`src/rtl/dcache_line_bridge.sv`:
```
// dcache_line_bridge
// Memory-side responder for the data cache line bus. Each accepted line
// request is served as four 32-bit word accesses on an asynchronous SRAM
// port. Each word access holds its address and control for ACC_CYC cycles.
// Refill lines come back as a one-cycle dev_rvalid pulse. When a write and
// a read arrive together, the write runs first. This keeps a dirty writeback
// ahead of the refill for the same line.
//
// Parameters:
//   ACC_CYC   cycles each SRAM word access is held (1..15)
//   MEM_AW    SRAM word-address width
//
// Ports:
//   clk, rst            clock, synchronous active-high reset
//   cpu_ren/cpu_raddr   line read request (any nonzero enable), line address
//   cpu_wen/cpu_waddr   line write request (any nonzero enable), line address
//   cpu_wdata           128-bit write line, word i at [32i+31:32i]
//   dev_rrdy/dev_wrdy   bridge can accept a read / write request
//   dev_rvalid          one-cycle pulse, dev_rdata carries the refill line
//   dev_rdata           refill line, held until the next read overwrites it
//   mem_ce/mem_we/mem_be/mem_addr/mem_wdata   SRAM control, all registered
//   mem_rdata           SRAM read data (asynchronous)
module dcache_line_bridge #(
    parameter int ACC_CYC = 2,
    parameter int MEM_AW  = 20
) (
    input  logic              clk,
    input  logic              rst,
    input  logic [3:0]        cpu_ren,
    input  logic [31:0]       cpu_raddr,
    input  logic [3:0]        cpu_wen,
    input  logic [31:0]       cpu_waddr,
    input  logic [127:0]      cpu_wdata,
    output logic              dev_rrdy,
    output logic              dev_wrdy,
    output logic              dev_rvalid,
    output logic [127:0]      dev_rdata,
    output logic              mem_ce,
    output logic              mem_we,
    output logic [3:0]        mem_be,
    output logic [MEM_AW-1:0] mem_addr,
    output logic [31:0]       mem_wdata,
    input  logic [31:0]       mem_rdata
);

    localparam int BW = MEM_AW - 2;

    typedef enum logic [1:0] {IDLE, WRITE, READ, RESP} state_t;

    state_t          state, state_nx;
    logic [1:0]      word, word_nx;
    logic [3:0]      cnt, cnt_nx;
    logic [BW-1:0]   wbase, wbase_nx;
    logic [BW-1:0]   rbase, rbase_nx;
    logic [127:0]    wbuf, wbuf_nx;
    logic            rd_pend, rd_pend_nx;
    logic            started;

    logic            wreq;
    logic            rreq;
    logic            accept;
    logic            word_done;

    logic            rdy_d;
    logic            rvalid_d;
    logic            ce_d;
    logic            we_d;
    logic [3:0]      be_d;
    logic [MEM_AW-1:0] addr_d;
    logic [31:0]     wdata_d;

    // Offset bits and address bits above the SRAM range are dropped by design.
    logic            unused_addr_bits;
    assign unused_addr_bits = ^{cpu_raddr[31:MEM_AW+2], cpu_raddr[3:0],
                                cpu_waddr[31:MEM_AW+2], cpu_waddr[3:0]};

    assign wreq      = |cpu_wen;
    assign rreq      = |cpu_ren;
    // The registered ready flag is high only in IDLE after the reset recovery cycle.
    assign accept    = dev_wrdy;
    assign word_done = (cnt == 4'(ACC_CYC - 1));

    // State register: FSM state, counters and captured request fields.
    always_ff @(posedge clk) begin
        if (rst) begin
            state   <= IDLE;
            word    <= 2'd0;
            cnt     <= 4'd0;
            wbase   <= '0;
            rbase   <= '0;
            wbuf    <= '0;
            rd_pend <= 1'b0;
            started <= 1'b0;
        end else begin
            state   <= state_nx;
            word    <= word_nx;
            cnt     <= cnt_nx;
            wbase   <= wbase_nx;
            rbase   <= rbase_nx;
            wbuf    <= wbuf_nx;
            rd_pend <= rd_pend_nx;
            started <= 1'b1;
        end
    end

    // Next-state logic. Both counters clear at every state boundary.
    // The 2-bit word counter wraps 3->0 by itself when a write hands over to a read.
    always_comb begin
        state_nx   = state;
        word_nx    = 2'd0;
        cnt_nx     = 4'd0;
        wbase_nx   = wbase;
        rbase_nx   = rbase;
        wbuf_nx    = wbuf;
        rd_pend_nx = rd_pend;
        case (state)
            IDLE: begin
                if (accept && wreq) begin
                    wbase_nx = cpu_waddr[MEM_AW+1:4];
                    wbuf_nx  = cpu_wdata;
                    state_nx = WRITE;
                end
                if (accept && rreq) begin
                    rbase_nx   = cpu_raddr[MEM_AW+1:4];
                    rd_pend_nx = wreq;
                    if (!wreq) begin
                        state_nx = READ;
                    end
                end
            end
            WRITE, READ: begin
                if (word_done) begin
                    word_nx = word + 2'd1;
                    if (word == 2'd3) begin
                        if (state == WRITE) begin
                            state_nx   = rd_pend ? READ : IDLE;
                            rd_pend_nx = 1'b0;
                        end else begin
                            state_nx = RESP;
                        end
                    end
                end else begin
                    word_nx = word;
                    cnt_nx  = cnt + 4'd1;
                end
            end
            RESP: begin
                state_nx = IDLE;
            end
            default: begin
                state_nx = IDLE;
            end
        endcase
    end

    // Output logic. It is computed from the next state so that the registered
    // outputs line up with the state they describe.
    always_comb begin
        rdy_d    = started && (state_nx == IDLE);
        rvalid_d = (state_nx == RESP);
        ce_d     = (state_nx == WRITE) || (state_nx == READ);
        we_d     = (state_nx == WRITE);
        be_d     = ce_d ? 4'hF : 4'h0;
        addr_d   = '0;
        wdata_d  = '0;
        if (state_nx == WRITE) begin
            addr_d  = {wbase_nx, word_nx};
            wdata_d = wbuf_nx[{word_nx, 5'd0} +: 32];
        end else if (state_nx == READ) begin
            addr_d  = {rbase_nx, word_nx};
        end
    end

    // Output registers. A read word is captured on the edge that ends its
    // last hold cycle, while the address for that word is still driven.
    always_ff @(posedge clk) begin
        if (rst) begin
            dev_rrdy   <= 1'b0;
            dev_wrdy   <= 1'b0;
            dev_rvalid <= 1'b0;
            dev_rdata  <= '0;
            mem_ce     <= 1'b0;
            mem_we     <= 1'b0;
            mem_be     <= 4'h0;
            mem_addr   <= '0;
            mem_wdata  <= '0;
        end else begin
            dev_rrdy   <= rdy_d;
            dev_wrdy   <= rdy_d;
            dev_rvalid <= rvalid_d;
            mem_ce     <= ce_d;
            mem_we     <= we_d;
            mem_be     <= be_d;
            mem_addr   <= addr_d;
            mem_wdata  <= wdata_d;
            if (state == READ && word_done) begin
                dev_rdata[{word, 5'd0} +: 32] <= mem_rdata;
            end
        end
    end

endmodule

```
`config.mk`:
```
export PLATFORM = sky130hd
export DESIGN_NAME = dcache_line_bridge
export DESIGN_NICKNAME = d
export VERILOG_FILES = /design/src/rtl/dcache_line_bridge.sv
export SDC_FILE = /design/constraint.sdc
export NUM_CORES = 1
export LEC_CHECK = 0
export ABC_AREA = 1
export BUFFER_PORTS_ARGS = -buffer_cell sky130_fd_sc_hd__buf_2
export CAP_MARGIN = 20
export CORE_MARGIN = 1.5
export CORE_UTILIZATION = 41
export DETAILED_ROUTE_END_ITERATION = 7
export GPL_TIMING_DRIVEN = 1
export PLACE_DENSITY = 0.63
export SLEW_MARGIN = 10
export SYNTH_ARGS = -nofsm -noshare
export SYNTH_HDL_FRONTEND = slang
export SYNTH_SLANG_ARGS = --single-unit
```
`constraint.sdc`:
```
create_clock -name clk -period 7.5 [get_ports clk]
set_input_delay 1.5 -clock clk [delete_from_list [all_inputs] [get_ports clk]]
set_output_delay 1.5 -clock clk [all_outputs]
set_load 0.03 [all_outputs]
```
* After elaboration in Yosys (flattened, before gate mapping)
Index checks and enable logic that the tools add are counted.
** Storage, ports and cells
- Logic and storage cells :: 76
- Register bits :: 362
** Cells by class
- Add/subtract/negate cells :: 3
- Shift-type cells :: 3
- Bitwise operators :: 2
- Multiplexer cells :: 26
- Equal/unequal tests :: 12
- Reductions and logical operators :: 14
** Operators by type and width (number)
- $mux 128 :: 2
- $bwmux 128 :: 1
- $shift 32x9->128 const A :: 1
- $shiftx 128x8->32 :: 1
- $shiftx 32x9->128 :: 1
- $mux 18 :: 4
- $mux 20 :: 2
- $mux 2 :: 9
- $eq 2x2->1 const B :: 5
- $neg 7->9 :: 1
- $ne 2x2->1 const B :: 4
- $reduce_or 4->1 :: 2
- $pmux 2 s3 :: 1
- $mux 1 :: 5
- $reduce_and 5->1 :: 1
- $add 4x1->4 const B :: 1
- $eq 2x1->1 const B :: 2
- $eq 4x1->1 const B :: 1
- $logic_and 1x1->1 :: 4
- $logic_not 2->1 :: 2
- $mux 4 :: 1
- $reduce_or 2->1 :: 2
- $reduce_or 3->1 :: 1
- $add 2x1->2 const B :: 1
- 4 further kinds :: 5

* Logic depth before layout (Yosys ltp)
Gate-level depths: netlist of run 1.
- Depth in word-level cells :: 9
- Depth in mapped cells :: 14
- Gate-level depth less buffers :: 13

* Least setup slack after synthesis of run 1
OpenSTA, ideal clock, no wires.
- Kind :: input-to-reg
- Start :: input port cpu_wen[3]
- End :: register mem_addr[10]
- Cell stages on the path :: 13
- Data required time :: 7442 ps
- Arrival time :: 3344 ps
- Slack :: 4098 ps
- Cell sequence :: nor2_1 nand2_1 nand3_1 buf_2 buf_2 nand3_1 inv_1 ha_1 inv_1 nor2_1 clkbuf_1 nand2_1 nand2_1
** On the way
- Cells in the longest elaborated chain, start to end :: 9
** Ends and longest elaborated chain
- start: declaration :: RTL line 31 : input logic [3:0] cpu_wen,
- $reduce_or 4->1 (*) :: RTL line 77 : assign wreq = |cpu_wen;
- $logic_and 1x1->1 :: RTL line 118 : if (accept && wreq) begin
- $mux 2 :: RTL line 118
- $mux 2 :: RTL line 126 : if (!wreq) begin
- $mux 2 (*) :: RTL line 123 : if (accept && rreq) begin
- $pmux 2 s3 (*) :: RTL line 116 : case (state)
- named net state_nx[0] :: RTL line 50 : state_t state, state_nx;
- $eq 2x2->1 :: RTL line 169 : end else if (state_nx == READ) begin
- $mux 20 :: RTL line 169
- $mux 20 (*) :: RTL line 166 : if (state_nx == WRITE) begin
- end signal: assignment :: RTL line 194 : mem_addr <= addr_d;
- end: declaration :: RTL line 41 : output logic [MEM_AW-1:0] mem_addr,
The timed path passes the listed nets; every way through them passes the cells marked *.
A chain may end at the register's enable or synchronous reset.

* Final worst setup path of run 1
- Start :: input port cpu_wen[1]
- End :: register mem_wdata[25]
** On the way
- Cells in the longest elaborated chain, start to end :: 9
** Ends and longest elaborated chain
- $reduce_or 4->1 (*) :: RTL line 77
- parallel branches: the longest is 8 deep, another holds $mux 128
- end signal: assignment :: RTL line 195 : mem_wdata <= wdata_d;
- end: declaration :: RTL line 42 : output logic [31:0] mem_wdata,
Mark *: on every way between the ends.

==> summary.md, run 1 <==
| Metric | Value |
|---|---|
| Total clock buffers created by CTS | 40 |
| Starting Density | 41.5% |
| Leading cell types in the layout, fill and taps excluded | 393 x sky130_fd_sc_hd__buf_2, 357 x sky130_fd_sc_hd__dfxtp_1, 352 x sky130_fd_sc_hd__nand2_1 |
| Crit path required time | 7940 ps |
| Number of standard cells in the layout, taps in and fillers out | between 2,000 and 3,000 |
| CTS clock-pin slew for the worst setup and hold paths | 60 ps |
| Syn avg cell area | 7.51 µm² |
| Number of buffer cells added on primary ports | 394 |
| Setup TNS Final | 0 ps |
| Antenna viol nets, final | 0 |
| Number of placement rows | 69 |
| Synthesis-stage register bit count | 358 |
| Result of the run | complete, no violations |
| Fill cells | roughly 3,500 |
| Total Power | between 4 and 5 mW |
| Layout-stage area growth over the synthesis result | 23.0% |
| Post-layout util | 51.1% |
| Peak VDD IR | between 0.0002 and 0.00025 V |
| Global-route usage over all layers | 25.0% |
| Setup violation total in the final timing report | 0 |
| Worst Tran Pin Value | 1090 ps |
| DP HPWL | 30,300 µm |
| Final critical-path share of the clock period | 53.9% |
| Endpoints failing hold | 0 |
| Clk sink count | 358 |
| PwrDens | 261 nW/µm² |
| Reg-to-reg setup timing slack | between 4000 and 5000 ps |
| Placed cell areas | ~17,000 µm² |
| Horizontal die dimension | 193 µm |
| Achievable frequency | 248 MHz |
| DIE AREA | between 30,000 and 40,000 µm² |
| Max_slew headroom | 27.5% |
| Maximum net fanout on the critical path | between 70 and 80 |
| Net count after synthesis | 2,209 |
| Aggregate global routing overflow | 0 |
| Number of cells traversed by the worst hold path | 2 |
| Clock Tree Buf Depth | 3 |
| Total Wirelength | 48,400 µm |
| Pin count of the biggest net entering global routing | 101 |
| # placed instances | 2,653 |
| TritonCTS clock tree | done |
| WL/cell | ~18 µm |
| Count of nets after finishing | 2,483 |
| Clock period minus worst slack | 4040 ps |
| Count of routing violations after the opening detailed-route iteration | 1,027 |
| Number of buffers inserted to repair setup after CTS | 0 |
| Slack of the critical path | 3460 ps |
| Cells along the critical path | buf_2 > nor2_1 > nand2_4 > nand3_4 > buf_4 > buf_4 > nand2_1 > nand3_1 > nand3_1 > a21oi_1 |
| Category of the most critical setup path | input port to register |
| Via total after detailed routing | around 15,000 |
| Initial antenna violation count | 14 |
| Fraction of layout instances using a drive strength above 1 | 22.6% |
| PostCTS Resize Cnt | 0 |
| Non-Filler Cell Area, Final | ~18,000 µm² |
| Number of global-route vias before repair | 13,600 |
| Number of buffers inserted by hold repair at cts | 0 |
| Ports placed on the boundary | 423 |
| Detailed-routing iteration count for the pre-antenna-repair pass | 5 |
| Number of distinct library cells after synthesis | 27 |
| Cell with the largest stage delay on the worst path | sky130_fd_sc_hd__buf_4 |
| Most common cell after layout, fill and taps aside | sky130_fd_sc_hd__buf_2 |
| Number of maximum-capacitance constraint violations | 0 |
| YS warnings | 0 |
| Nature of the critical path endpoint | register |
| Wire length of the first global-routing pass | 74,000 µm |
| Data arrival time of the critical path | around 4500 ps |
| Delay of the slowest cell on the worst path | ~740 ps |
| Hold Worst Slack | 411 ps |
| Gate Count Post-Synth | 1,961 |
| Setup clock skew after layout | 11.6 ps |
| Clock latency on the worst-skew pair | around 520 ps |
| FF/Latch Area | 7170 µm² |
| Area of the mapped netlist | 14,700 µm² |
| Drc violations | 0 |
| Unrepaired setup endpoints after global routing | false |
| Static leakage | between 7 and 8 nW |
| R2R cell count | 11 |
| H-tree depth | 2 |
| Register area share after synthesis | 48.7% |
| Tightest Hold Check Type | register to register |
| Height of the die | 193 µm |
| Post-Place Worst Slack | 2970 ps |
| Placer's final routability congestion estimate | ~0.85 |
| Final count of pins violating max slew | 0 |
| Vias per cell | 5.44 |
| Master cell of the clock root buffer | sky130_fd_sc_hd__clkbuf_16 |
| Floorplan core area | 35,500 µm² |
| Area of the multi-input gates | 6680 µm² |
| Critical path launch point type | input port |
## where the power goes
group          switching, mW  total [mW]  internal [mW]
Clock                  0.778        2.00           1.22
Combinational          0.486       0.693          0.208
Sequential            0.0393        2.05           2.01
Total                   1.30        4.74           3.44
## path summary, 6_finish.rpt
check / from / to
setup / recovery: cpu_wen[1] / mem_wdata[25]
hold / removal: started / dev_wrdy
setup reg to reg: word[0] / mem_wdata[0]
hold reg to reg: started / dev_wrdy
## state kept, by name (all words and copies together), names as in the netlist, 2 cells and up
register   flops
wbase         18
mem_wdata     32
state          2
rbase         18
wbuf         128
dev_rdata    128
word           2
mem_addr      20
cnt            4
## cells in the mapped netlist (all sizes together)
cell    number  area share, %
buf         75            2.5
or3         18           0.76
nand2      355            9.1
xor2         1          0.059
nor3        30            1.0
clkinv       1          0.025
o21ai       22           0.75
nand4      147            6.2
ha          14            1.2
dfxtp      358             49
or2         18           0.76
inv         36           0.92
xnor2        1          0.059
nand3      309             10
nor2       174            4.7
o211ai       1          0.051
o21a         1          0.051
clkbuf     110            2.8
a21oi      290            9.9
## cell type report
type / instances / area share (%)
inverter: 37 / 0.766
timing repair buffer: 417 / 12.1
tap: 461 / 3.18
antenna: 9 / 0.124
clock buffer: 61 / 6.74
multi-input combinational: 1381 / 36.9
sequential: 358 / 39.6
clock inverter: 9 / 0.663
## cell families (layout without fill, tap and decap cells)
kind of cell	after synthesis	after routing	share of synthesized area, %
other cells	0	9	0
compound gates	314	314	10.7
buf+inv	222	524	6.26
xor+xnor	2	2	0.119
flops	358	358	48.7
fa+ha+maj	14	14	1.19
simple gates	1051	1051	33.1
## critical path, delay by kind of cell
kind	cells	cell delay, ps
AOI/OAI and AO/OA	1	180
buffers and inverters	3	1490
and+or+nand+nor	6	1210
## per-layer routing
layer / track usage, % / part of all wire (%) / up-vias / wire (µm)
met3: 5.16 / 7.6 / 117 / 3700
li1: - / - / 7286 / -
met1: 33.4 / 43 / 6915 / 20900
met2: 38.9 / 45 / 549 / 21900
met4: 10.6 / 3.7 / 14 / 1810
met5: 0 / 0.17 / - / 80
(Power assumes the default switching activity.)
==> run 2, diff against run 1 <==
--- a/config.mk
+++ b/config.mk
@@ -12,7 +12,7 @@
 export CORE_UTILIZATION = 41
 export DETAILED_ROUTE_END_ITERATION = 7
 export GPL_TIMING_DRIVEN = 1
-export PLACE_DENSITY = 0.63
+export PLACE_DENSITY = 0.66
 export SLEW_MARGIN = 10
 export SYNTH_ARGS = -nofsm -noshare
 export SYNTH_HDL_FRONTEND = slang
==> constraint.sdc (replaced) <==
create_clock -name clk -period 3.65 [get_ports clk]
set_input_delay 0.73 -clock clk [delete_from_list [all_inputs] [get_ports clk]]
set_output_delay 0.73 -clock clk [all_outputs]
set_load 0.03 [all_outputs]
==> summary.md, run 2 (synthesis gave the netlist of run 1 again) <==
| Metric | Value |
|---|---|
| Clock Tree Buf Depth | 3 (unchanged) |
| R2R cell count | 7 (-4) |
| Result of the run | complete, no violations |
| PostCTS Resize Cnt | 0 (unchanged) |
| Pin count of the biggest net entering global routing | 148 (+47%) |
| Initial antenna violation count | 13 (-1) |
| Fill cells | 3,490 (-1.5%) |
| Floorplan core area | 35,500 µm² (unchanged) |
| Achievable frequency | 334 MHz |
| Unrepaired setup endpoints after global routing | false |
| Layout-stage area growth over the synthesis result | 23.1% (about the same) |
| Max_slew headroom | 27.2% (-0.28 points) |
| Via total after detailed routing | 15,000 (+0.76%) |
| Aggregate global routing overflow | 0 (unchanged) |
| Worst reg2reg path startpoint | word[0] |
| CTS clock-pin slew for the worst setup and hold paths | 60 ps (about the same) |
| Maximum net fanout on the critical path | 19 (-75%) |
| Setup TNS Final | 0 ps (unchanged) |
| Height of the die | 193 µm (unchanged) |
| Starting Density | 41.5% (unchanged) |
| Hold path startpoint | started |
| Ports placed on the boundary | 423 (unchanged) |
| DP HPWL | 31,200 µm (+2.7%) |
| Clock period minus worst slack | 3000 ps |
| WL/cell | 17.9 µm (+1.3%) |
| Total Wirelength | 49,000 µm (+1.3%) |
| Number of maximum-capacitance constraint violations | 0 (unchanged) |
| Placer's final routability congestion estimate | 0.858 (+0.70%) |
| Global-route usage over all layers | 25.2% (+0.25 points) |
| Number of buffers inserted to repair setup after CTS | 0 (unchanged) |
| H-tree depth | 2 (unchanged) |
| TritonCTS clock tree | done |
| Detailed-routing iteration count for the pre-antenna-repair pass | 6 (+1) |
| Crit path required time | 4030 ps (-3910 ps) |
| Critical path launch point type | register |
| Leading cell types in the layout, fill and taps excluded | 393 x sky130_fd_sc_hd__buf_2, 357 x sky130_fd_sc_hd__dfxtp_1, 352 x sky130_fd_sc_hd__nand2_1 |
| Total Power | 9.62 mW (+100%) |
| End of the worst register-to-register path | dev_rdata[27] |
| Most common cell after layout, fill and taps aside | sky130_fd_sc_hd__buf_2 |
| Reg-to-reg setup timing slack | 650 ps (-3470 ps) |
| Worst Tran Pin Value | 1090 ps (+4.15 ps) |
| Post-Place Worst Slack | 768 ps (-2210 ps) |
| Wire length of the first global-routing pass | 74,600 µm (+0.91%) |
| Count of routing violations after the opening detailed-route iteration | 1,076 (+4.8%) |
| Final count of pins violating max slew | 0 (unchanged) |
| Fraction of layout instances using a drive strength above 1 | 22.5% (-0.15 points) |
| Tightest Hold Check Type | register to register |
| Vias per cell | 5.49 (+0.76%) |
| Setup violation total in the final timing report | 0 (unchanged) |
| Drc violations | 0 (unchanged) |
| Number of global-route vias before repair | 13,800 (+1.5%) |
| Final critical-path share of the clock period | 82.1% |
| Nature of the critical path endpoint | register |
| Slack of the critical path | 653 ps (-2810 ps) |
| Antenna viol nets, final | 0 (unchanged) |
| Critical Path Source | word[0] |
| Horizontal die dimension | 193 µm (unchanged) |
| Peak VDD IR | 0.000389 V (+86%) |
| Endpoints failing hold | 0 (unchanged) |
| Setup clock skew after layout | 23.0 ps (+11.5 ps) |
| Number of buffers inserted by hold repair at cts | 0 (unchanged) |
| Count of nets after finishing | 2,488 (+0.20%) |
| Master cell of the clock root buffer | sky130_fd_sc_hd__clkbuf_16 |
| Number of placement rows | 69 (unchanged) |
| PwrDens | 531 nW/µm² (+100%) |
| Data arrival time of the critical path | 3370 ps (-1110 ps) |
| Total clock buffers created by CTS | 40 (unchanged) |
| Clock latency on the worst-skew pair | 540 ps (+20 ps) |
| Clk sink count | 358 (unchanged) |
| Largest regs | dev_rdata: 128 flops, wbuf: 128 flops, mem_wdata: 32 flops |
| Category of the most critical setup path | register to register |
| Critical path endpoint | dev_rdata[27] |
| Number of buffer cells added on primary ports | 394 (unchanged) |
| DIE AREA | 37,100 µm² (unchanged) |
| Static leakage | 7.68 nW (-0.16%) |
| Hold Worst Slack | 410 ps (-0.538 ps) |
## run 2: how the worst min path moves through the flow
stage	to	slack (ps)	cells past startpoint
after global placement	dev_wrdy	400	2
final	dev_wrdy	410	2
after global routing	rbase[3]	460	3
after detailed placement	dev_wrdy	400	2
after CTS	dev_wrdy	410	2
after floorplan	dev_wrdy	400	2
## run 2: metal layers
layer	vias to the layer above	routed length [µm]	GRT usage [%]
met3	108	4000	5.15
met1	6938	20900	33.6
met2	656	22400	39.1
met4	6	1630	11.4
met5	-	31	0
li1	7286	-	-
## run 2: final cells by class
| cell class | count | area (µm²) | area share (%) |
|---|---|---|---|
| tap | 461 | 577 | 3.18 |
| inverter | 37 | 139 | 0.766 |
| multi-input combinational | 1381 | 6680 | 36.9 |
| clock inverter | 9 | 160 | 0.884 |
| antenna | 12 | 30.0 | 0.166 |
| timing repair buffer | 422 | 2280 | 12.6 |
| sequential | 358 | 7170 | 39.6 |
| clock buffer | 53 | 1090 | 6.01 |
## run 2: stage by stage
| stage | cell area [µm²] | utilization, % | std cells |
|---|---|---|---|
| finish | 18100 | 51.1 | 2733 |
| global route | 18100 | 51.1 | 2730 |
| CTS | 18100 | 51.0 | 2720 |
| detailed placement | 16800 | 47.4 | 2658 |
| global placement | 16800 | 47.4 | 2657 |
| floorplan | 14700 | - | 1961 |
## run 2: power by group
| group | switching, mW | leakage [nW] | internal, mW |
|---|---|---|---|
| clock network | 1.59 | 0.612 | 2.36 |
| registers | 0.0671 | 2.90 | 4.13 |
| logic | 1.03 | 4.16 | 0.445 |
| total | 2.68 | 7.68 | 6.93 |
## run 2: worst max-delay path: stages (launching register included)
cell and delay (ps):
sky130_fd_sc_hd__dfxtp_1 390, sky130_fd_sc_hd__inv_2 100, sky130_fd_sc_hd__ha_1 610, sky130_fd_sc_hd__nor2_1 80, sky130_fd_sc_hd__nand2_1 470, sky130_fd_sc_hd__clkinv_1 750, sky130_fd_sc_hd__nand4_1 330, sky130_fd_sc_hd__a21oi_1 100
